===== src/rtl/fifo_pkg.sv =====
// ---------------------------------------------------------------------------
// fifo_pkg
// Shared constants and helpers for the fifo_sync_param codebase slice.
//   clog2()       : constant ceiling-log2, usable in parameter expressions
//   ptr_width()   : pointer width for a given depth (log2 of depth)
//   cnt_width()   : occupancy-count width (one extra bit so count can hold DEPTH)
//   AF_RESET_MARGIN / AE_RESET_DEFAULT : reset-time threshold pair; the
//     almost_full default sits AF_RESET_MARGIN entries below DEPTH.
// ---------------------------------------------------------------------------
package fifo_pkg;

  localparam int AF_RESET_MARGIN  = 3;
  localparam int AE_RESET_DEFAULT = 3;

  function automatic int clog2(input int value);
    int result;
    int v;
    result = 0;
    v      = value - 1;
    while (v > 0) begin
      result = result + 1;
      v      = v >> 1;
    end
    return result;
  endfunction

  function automatic int ptr_width(input int depth);
    return clog2(depth);
  endfunction

  function automatic int cnt_width(input int depth);
    return clog2(depth) + 1;
  endfunction

endpackage : fifo_pkg


===== src/rtl/fifo_mem.sv =====
// ---------------------------------------------------------------------------
// fifo_mem
// WIDTH x DEPTH dual-port register array for the synchronous FIFO.
// Ports:
//   clk      : write clock (rising edge)
//   we_i     : write enable
//   waddr_i  : write address
//   wdata_i  : write data
//   raddr_i  : read address
//   rdata_o  : read data, asynchronous (combinational from raddr_i)
// ---------------------------------------------------------------------------
module fifo_mem #(
  parameter int WIDTH = 8,
  parameter int DEPTH = 16,
  parameter int AW    = 4
) (
  input  logic             clk,
  input  logic             we_i,
  input  logic [AW-1:0]    waddr_i,
  input  logic [WIDTH-1:0] wdata_i,
  input  logic [AW-1:0]    raddr_i,
  output logic [WIDTH-1:0] rdata_o
);

  logic [WIDTH-1:0] mem_q [DEPTH];

  // NOTE: the storage array has no reset; a cleared FIFO is defined by its
  // pointers and count, so resetting every word would only cost flops and
  // prevent mapping onto RAM-style resources.
  always_ff @(posedge clk) begin
    if (we_i) begin
      mem_q[waddr_i] <= wdata_i;
    end
  end

  assign rdata_o = mem_q[raddr_i];

endmodule : fifo_mem


===== src/rtl/fifo_sync_param.sv =====
// ---------------------------------------------------------------------------
// fifo_sync_param
// Parameterised single-clock FIFO with runtime-programmable almost-flags,
// one-cycle overflow/underflow pulses and sticky error flags.
//
// Optional feature: define FIFO_FWFT_EN for first-word-fall-through reads
// (data_out always shows the head entry, valid = !empty). Without the macro
// the FIFO uses standard latency-1 reads (valid pulses for one cycle).
//
// Ports:
//   clk, rst_n               : clock, asynchronous active-low reset
//   wr_en, data_in           : write request and data
//   rd_en                    : read request
//   data_out, valid          : read data and its qualifier
//   full, almost_full        : occupancy flags (count == DEPTH, count >= af)
//   empty, almost_empty      : occupancy flags (count == 0,     count <= ae)
//   overflow, underflow      : one-cycle pulses for rejected write / read
//   ovf_sticky, udf_sticky   : latched error flags, cleared by clr_err
//   clr_err                  : clears both sticky flags
//   thr_wr, af_thr, ae_thr   : load new almost_full / almost_empty thresholds
//   count                    : registered occupancy, 0..DEPTH
// ---------------------------------------------------------------------------
module fifo_sync_param
  import fifo_pkg::*;
#(
  parameter int WIDTH      = 8,
  parameter int DEPTH      = 16,
  parameter int AF_DEFAULT = DEPTH - AF_RESET_MARGIN,
  parameter int AE_DEFAULT = AE_RESET_DEFAULT,
  parameter int CW         = cnt_width(DEPTH)
) (
  input  logic             clk,
  input  logic             rst_n,
  input  logic             wr_en,
  input  logic [WIDTH-1:0] data_in,
  input  logic             rd_en,
  output logic [WIDTH-1:0] data_out,
  output logic             valid,
  output logic             full,
  output logic             almost_full,
  output logic             empty,
  output logic             almost_empty,
  output logic             overflow,
  output logic             underflow,
  output logic             ovf_sticky,
  output logic             udf_sticky,
  input  logic             clr_err,
  input  logic             thr_wr,
  input  logic [CW-1:0]    af_thr,
  input  logic [CW-1:0]    ae_thr,
  output logic [CW-1:0]    count
);

  localparam int AW = ptr_width(DEPTH);

  // -------------------------------------------------------------------------
  // State
  // -------------------------------------------------------------------------
  logic [AW-1:0]    wptr_q,       wptr_d;
  logic [AW-1:0]    rptr_q,       rptr_d;
  logic [CW-1:0]    count_q,      count_d;
  logic [CW-1:0]    af_thr_q,     af_thr_d;
  logic [CW-1:0]    ae_thr_q,     ae_thr_d;
  logic             overflow_q,   overflow_d;
  logic             underflow_q,  underflow_d;
  logic             ovf_sticky_q, ovf_sticky_d;
  logic             udf_sticky_q, udf_sticky_d;

  logic             full_w;
  logic             empty_w;
  logic             wr_acc;
  logic             rd_acc;
  logic             wr_rej;
  logic             rd_rej;
  logic [WIDTH-1:0] mem_rdata;

  // -------------------------------------------------------------------------
  // Storage
  // -------------------------------------------------------------------------
  fifo_mem #(
    .WIDTH (WIDTH),
    .DEPTH (DEPTH),
    .AW    (AW)
  ) u_mem (
    .clk     (clk),
    .we_i    (wr_acc),
    .waddr_i (wptr_q),
    .wdata_i (data_in),
    .raddr_i (rptr_q),
    .rdata_o (mem_rdata)
  );

  // -------------------------------------------------------------------------
  // Flags decoded from the registered count, so they move together with it.
  // -------------------------------------------------------------------------
  assign full_w  = (count_q == CW'(DEPTH));
  assign empty_w = (count_q == '0);

  // A write while full is still taken when a read frees the head slot in the
  // same cycle: the async read port returns the old head before the write
  // lands at the edge, and wptr == rptr when full.
  assign wr_acc = wr_en && (!full_w || rd_en);
  assign rd_acc = rd_en && !empty_w;
  assign wr_rej = wr_en && !wr_acc;
  assign rd_rej = rd_en && empty_w;

  // NOTE: next-state logic lives in always_comb with blocking assignments and
  // a default for every signal up front, so no path can infer a latch.
  always_comb begin
    wptr_d       = wptr_q;
    rptr_d       = rptr_q;
    count_d      = count_q;
    af_thr_d     = af_thr_q;
    ae_thr_d     = ae_thr_q;
    overflow_d   = wr_rej;
    underflow_d  = rd_rej;
    ovf_sticky_d = ovf_sticky_q;
    udf_sticky_d = udf_sticky_q;

    // Pointers wrap naturally: DEPTH is a power of two and AW = log2(DEPTH).
    if (wr_acc) begin
      wptr_d = wptr_q + AW'(1);
    end
    if (rd_acc) begin
      rptr_d = rptr_q + AW'(1);
    end

    if (wr_acc && !rd_acc) begin
      count_d = count_q + CW'(1);
    end else if (rd_acc && !wr_acc) begin
      count_d = count_q - CW'(1);
    end

    // A new error in the same cycle as clr_err wins, so no event is lost.
    if (clr_err) begin
      ovf_sticky_d = 1'b0;
      udf_sticky_d = 1'b0;
    end
    if (wr_rej) begin
      ovf_sticky_d = 1'b1;
    end
    if (rd_rej) begin
      udf_sticky_d = 1'b1;
    end

    // Thresholds are taken verbatim; out-of-range values simply pin the flag.
    if (thr_wr) begin
      af_thr_d = af_thr;
      ae_thr_d = ae_thr;
    end
  end

  // NOTE: all sequential state uses non-blocking assignments so every flop
  // samples pre-edge values regardless of block ordering.
  always_ff @(posedge clk or negedge rst_n) begin
    if (!rst_n) begin
      wptr_q       <= '0;
      rptr_q       <= '0;
      count_q      <= '0;
      af_thr_q     <= CW'(AF_DEFAULT);
      ae_thr_q     <= CW'(AE_DEFAULT);
      overflow_q   <= 1'b0;
      underflow_q  <= 1'b0;
      ovf_sticky_q <= 1'b0;
      udf_sticky_q <= 1'b0;
    end else begin
      wptr_q       <= wptr_d;
      rptr_q       <= rptr_d;
      count_q      <= count_d;
      af_thr_q     <= af_thr_d;
      ae_thr_q     <= ae_thr_d;
      overflow_q   <= overflow_d;
      underflow_q  <= underflow_d;
      ovf_sticky_q <= ovf_sticky_d;
      udf_sticky_q <= udf_sticky_d;
    end
  end

  // -------------------------------------------------------------------------
  // Read data path
  // -------------------------------------------------------------------------
`ifdef FIFO_FWFT_EN
  // Head entry is always visible; forced to zero while empty so the output
  // never exposes stale or uninitialised storage.
  assign data_out = empty_w ? '0 : mem_rdata;
  assign valid    = !empty_w;
`else
  logic [WIDTH-1:0] data_out_q, data_out_d;
  logic             valid_q,    valid_d;

  // The popped word is captured and held until the next accepted read.
  always_comb begin
    data_out_d = data_out_q;
    valid_d    = rd_acc;
    if (rd_acc) begin
      data_out_d = mem_rdata;
    end
  end

  always_ff @(posedge clk or negedge rst_n) begin
    if (!rst_n) begin
      data_out_q <= '0;
      valid_q    <= 1'b0;
    end else begin
      data_out_q <= data_out_d;
      valid_q    <= valid_d;
    end
  end

  assign data_out = data_out_q;
  assign valid    = valid_q;
`endif

  // -------------------------------------------------------------------------
  // Outputs
  // -------------------------------------------------------------------------
  assign full         = full_w;
  assign empty        = empty_w;
  assign almost_full  = (count_q >= af_thr_q);
  assign almost_empty = (count_q <= ae_thr_q);
  assign overflow     = overflow_q;
  assign underflow    = underflow_q;
  assign ovf_sticky   = ovf_sticky_q;
  assign udf_sticky   = udf_sticky_q;
  assign count        = count_q;

endmodule : fifo_sync_param


===== config.mk =====
export PLATFORM = sky130hd
export DESIGN_NAME = fifo_sync_param
export DESIGN_NICKNAME = d
export VERILOG_FILES = /design/src/rtl/fifo_pkg.sv /design/src/rtl/fifo_mem.sv /design/src/rtl/fifo_sync_param.sv
export SDC_FILE = /design/constraint.sdc
export NUM_CORES = 1
export LEC_CHECK = 0
export CAP_MARGIN = 25
export CORE_MARGIN = 3
export CORE_UTILIZATION = 30
export CTS_BUF_LIST = sky130_fd_sc_hd__clkbuf_4
export DETAILED_ROUTE_END_ITERATION = 8
export GPL_ROUTABILITY_DRIVEN = 0
export PLACE_DENSITY = 0.52
export SYNTH_ARGS = -nofsm -noshare
export SYNTH_HDL_FRONTEND = slang
export SYNTH_HIERARCHICAL = 1
export SYNTH_SLANG_ARGS = --single-unit

===== constraint.sdc =====
create_clock -name clk -period 9.15 [get_ports clk]
set_input_delay 1.83 -clock clk [delete_from_list [all_inputs] [get_ports clk]]
set_output_delay 1.83 -clock clk [all_outputs]
set_load 0.02 [all_outputs]

==> reports/qor.csv, run 1 <==
metric,value,unit
die_h,157,microns
fmax,0.225,GHz
start_util,0.309,
crit_arrival,4920,ps
synth_top_area_share,0.565,
yosysSeqAreaShare,0.699,
areaGrowthSynthToFinish,14.6,%
grt_pass1_wl,21.1,mm
htreeDepth,4,
cp.required,9630,ps
p_leak,0.00276,uW
seq_power_share,0.466,
comb_power_share,0.343,
cts_tree,yes,
drv_slew,0,
cts_resized,0,
path_cells,clkdlybuf4s50_1 -> or3b_2 -> o21ai_1 -> inv_1 -> ha_1 -> inv_1 -> ha_1 -> and3b_1 -> or3_1 -> a21oi_1 -> xor2_1,
cts_buffers,17,
switching_share,0.341,
clk_pin_slew,120,ps
power.density,284,mW/mm^2
antenna_found_initial,1,
drt-total-wl,13.6,mm
ios,46,
r2r-start,count[1],
synth_common_cells,"128 x edfxtp_1, 31 x dfrtp_1, 24 x nand2_1",
synth_async_sr_flop_share,0.220,
maxCapViolations,0,
fin_util,0.354,
coreArea,0.0220,sq mm
synthesis.nets,420,
slowest_stage,or3b_2,
finalHoldViolCount,0,
overflow,0,
nets,474,
crit_fanout,5,
yosys.area.top_type,edfxtp_1,
routed_via_density,4.79,
synth.most_common_cell,edfxtp_1,
synth_ff_type,edfxtp_1,
cp_top_family,simple AND/OR/NAND/NOR gates,
worst_hold_path_type,reg2reg,
yosys-top-cells-area,"edfxtp_1 57%, dfrtp_1 11%, mux4_2 6.0%",
endpoint_kind,register,
synthDistinctLibCells,43,
dr_total_vias,3478,
grt_pass1_vias,3656,
power_switching,755,uW
relSlewSlack,0.314,
grt_max_degree,37,
fin_tns_setup,0,ps
cts_hold_buf,0,
fin_crit_sh,0.486,
avgRoutedWirePerCell,18.7,microns
hp-start,ovf_sticky,
postCtsSetupRepairBufs,0,
clock-sinks,164,
ant_nets,0,
yosysWarnings,6,
rows,54,
worst_slew_pin_slew,1020,ps
clock_skew,25.8,ps
cts_buffer_depth,2,
synth_area,0.00680,sq mm
dieArea,0.0245,sq mm
max_stage_delay,480,ps
clockPowerShare,0.191,
path_class,in2reg,
io_buffer_count,45,
rsz0062_at_grt,no,
synth_seq_cells,164,
drt_first_iter_violations,243,
cp.buffers_inverters,3,
clk_latency,560,ps
totalPowerFinal,2220,uW
period_minus_slack,4450,ps
dp_hpwl,8.76,mm
syn_area_per_cell,18.0,sq um
crit_start,rd_en,
drive_gt1_frac,0.180,
drt-pass1-iter-count,4,
synthCells,378,
grt_use_total,0.115,
outcome,completed,
vdd_ir_drop_max,0.000102,V
ff2ff_setup_slack,5860,ps
cp-start-kind,input pin,
final-setup-viol-count,0,
route.detailed.drc,0,
cts_root_buf,clkbuf_4,
die_x,157,microns
whs,498,ps
p_int,1460,uW
synth-edff-count,128,
state kept, by name, indices dropped and copies added (netlist names):
| name | cells |
|---|---|
| overflow | 1 |
| data_out | 8 |
| af_thr_q | 5 |
| rptr_q | 4 |
| ovf_sticky | 1 |
| udf_sticky | 1 |
| count | 5 |
| ae_thr_q | 5 |
| valid | 1 |
| underflow | 1 |
| wptr_q | 4 |
| u_mem/mem_q | 128 |
cell usage in the layout (no fill, tap or decap), types with 4 or more instances in the layout:
cell	n
nor2_1	16
mux2_2	6
nor3_1	4
nand3_1	4
dfrtp_1	29
edfxtp_1	128
clkbuf_4	17
xor2_1	5
ha_1	17
xnor2_1	5
dfstp_2	5
a22oi_1	16
clkdlybuf4s50_1	44
inv_6	4
nand2_1	24
mux4_1	14
inv_1	18
mux4_2	18
o21ai_0	13
a21oi_1	6
mux2_4	6
worst paths after layout:
path,endpoint,depth (start not counted)
hold / removal,ovf_sticky,1
setup / recovery,count[4],11
hold reg to reg,ovf_sticky,1
setup reg to reg,count[4],10
max in group asynchronous,rptr_q[0],1
min in group asynchronous,data_out[2],1
power by group through the flow:
stage / logic [uW] / clock network, uW / registers (uW)
after floorplan: 526 / 0 / 1040
final: 761 / 423 / 1030
after CTS: 774 / 439 / 1040
after global routing: 834 / 471 / 1050
after detailed placement: 771 / 0 / 1050
after global placement: 752 / 0 / 1050
per-stage QoR:
step	cells	cell area, sq um	setup WS (ps)
floorplan	378	6800	4940
global placement	692	7510	4270
detailed placement	693	7510	4130
CTS	725	7790	4730
global route	726	7790	4560
finish	726	7790	4700
per-layer routing:
metal  GRT usage  vias to the layer above  part of all wire
met5           0                        -                 0
met4      0.0388                        0             0.016
met3      0.0235                       20             0.029
met2       0.183                       51              0.49
met1       0.160                     1824              0.47
li1            -                     1583                 -
area by class of cell:
class                           count  area [sq um]
Inverter                           19          73.8
Fill cell                        2048         14200
Timing Repair Buffer               49           473
Antenna cell                        1          2.50
Multi-Input combinational cell    181          1860
Clock inverter                     15           151
Clock buffer                       17           128
Sequential cell                   164          4750
Tap cell                          280           350
worst register-to-register path: stages (launching register included):
cell     delay (ps)
dfrtp_1         550
or3b_2          540
o21ai_1         360
inv_1           180
ha_1            290
inv_1           140
ha_1            290
and3b_1         190
or3_1           350
a21oi_1         190
xor2_1          160
logic make-up after synthesis:
family	count (synthesis)	synth area share
buffers and inverters	33	0.0282
multiplexers	44	0.137
adder cells (fa/ha/maj)	18	0.0342
AND/OR/NAND/NOR	68	0.0515
flip-flops	164	0.699
AO/OA/AOI/OAI	41	0.0375
XOR/XNOR	10	0.0129
Note: power is estimated with default switching activity, not from simulation.
==> run 2, diff against run 1 <==
PLACE_DENSITY = 0.54   (was 0.52)
clock period = 3.7 ns   (was 9.15 ns; I/O delays follow)
==> reports/qor.csv, run 2 (synthesis results as in run 1) <==
metric,value,unit,change
outcome,completed,,unchanged
power.density,705,mW/mm^2,was 284 mW/mm^2
ant_nets,0,,unchanged
clk_latency,540,ps,was 560 ps
coreArea,0.0220,sq mm,unchanged
cts_buffers,17,,unchanged
ios,46,,unchanged
drv_slew,0,,unchanged
drt_first_iter_violations,216,,was 243
cp-start-kind,register,,was input pin
path_class,reg2out,,was in2reg
overflow,0,,unchanged
finalHoldViolCount,0,,unchanged
register_area,0.00475,sq mm,unchanged
grt_pass1_wl,21.1,mm,about the same
cts_root_buf,clkbuf_4,,unchanged
antenna_found_initial,1,,unchanged
maxCapViolations,0,,unchanged
cp.required,2960,ps,was 9630 ps
fin_crit_sh,0.858,,
htreeDepth,4,,unchanged
fmax,0.315,GHz,
nets,491,,was 474
dp_hpwl,8.96,mm,was 8.76 mm
endpoint_kind,primary output,,was register
grt_max_degree,37,,unchanged
final-setup-viol-count,0,,unchanged
grt_use_total,0.117,,was 0.115
postCtsSetupRepairBufs,0,,unchanged
drt-pass1-iter-count,4,,unchanged
relSlewSlack,0.397,,was 0.314
rsz0062_at_grt,no,,unchanged
dr_total_vias,3495,,"was 3,478"
largest_register_ffs,128,,unchanged
route.detailed.drc,0,,unchanged
layout_common_cells,"128 x edfxtp_1, 44 x clkdlybuf4s50_1, 29 x dfrtp_1",,unchanged
fill_cells,2078,,"was 2,048"
multi_input_area,0.00186,sq mm,about the same
final_common_cell,edfxtp_1,,unchanged
p_leak,0.00288,uW,was 0.00276 uW
period_minus_slack,3170,ps,
avgRoutedWirePerCell,18.5,microns,was 18.7 microns
crit_fanout,8,,was 5
drive_gt1_frac,0.212,,was 0.180
fin_util,0.361,,was 0.354
clock_skew,14.4,ps,was 25.8 ps
cts_hold_buf,0,,unchanged
clk_pin_slew,130,ps,was 120 ps
top_register,u_mem/mem_q,,unchanged
worst_slew_pin_slew,905,ps,was 1020 ps
vdd_ir_drop_max,0.000292,V,was 0.000102 V
worst_hold_path_type,in2async,,was reg2reg
clock-sinks,164,,unchanged
dieArea,0.0245,sq mm,unchanged
cts_resized,0,,unchanged
start_util,0.309,,unchanged
die_x,157,microns,unchanged
die_h,157,microns,unchanged
grt_pass1_vias,3669,,"was 3,656"
cts_buffer_depth,2,,unchanged
drt-total-wl,13.8,mm,was 13.6 mm
rows,54,,unchanged
cts_tree,yes,,unchanged
fin_tns_setup,0,ps,unchanged
areaGrowthSynthToFinish,17.1,%,was 14.6%
totalPowerFinal,5610,uW,was 2220 uW
crit_arrival,2430,ps,was 4920 ps
io_buffer_count,45,,unchanged
routed_via_density,4.70,,was 4.79
[run 2: changes by cell type in the layout (fill, tap and decap cells not counted), moves of 2 or more]
cell	before	now
clkbuf_4	17	19
clkinvlp_4	3	0
clkinv_4	0	4
clkinv_1	2	0
buf_4	3	21
inv_6	4	0
[run 2: final timing paths]
check	startpoint	to	slack, ps	depth (start not counted)
max in group asynchronous	rst_n	rptr_q[1]	2850	1
min in group clk	ovf_sticky	ovf_sticky	490	1
max reg2reg	count[3]	count[4]	820	10
min	rst_n	ae_thr_q[2]	290	1
min reg2reg	ovf_sticky	ovf_sticky	490	1
max	count[1]	almost_empty	530	6
[run 2: report_power, final]
part / internal, uW / switching, uW / leakage (uW)
registers: 2270 / 248 / 0.00158
clock network: 498 / 629 / 0.000177
logic: 982 / 985 / 0.00112
[run 2: cell type report]
class | count | share of cell area
sequential | 164 | 0.597
multi-input combinational | 181 | 0.233
timing repair buffer | 66 | 0.0758
tap | 280 | 0.0440
clock inverter | 13 | 0.0225
clock buffer | 19 | 0.0179
inverter | 19 | 0.00927
antenna | 1 | 0.000314
[run 2: worst max-delay path, cell delays in order (launching register included)]
cell and delay [ps]:
dfrtp_1 400, buf_4 180, ha_1 310, a21oi_1 140, o22ai_1 80, o22ai_1 160, clkdlybuf4s50_1 630
[run 2: per-stage QoR]
step | hold WS, ps | cell area [sq um] | worst slack (ps) | instances
2_1_floorplan | 444 | 6800 | 575 | 378
3_3_place_gp | 463 | 7640 | 163 | 710
3_5_place_dp | 468 | 7640 | 41.7 | 710
4_1_cts | 264 | 7960 | 466 | 742
5_1_grt | 285 | 7960 | 388 | 743
6_report | 286 | 7960 | 526 | 743
[run 2: metal layers]
| metal | GRT usage | vias up | share of wire |
|---|---|---|---|
| met2 | 0.191 | 64 | 0.50 |
| met1 | 0.154 | 1798 | 0.45 |
| met3 | 0.0285 | 13 | 0.036 |
| li1 | - | 1620 | - |
| met5 | 0 | - | 0 |
| met4 | 0.0363 | 0 | 0.015 |
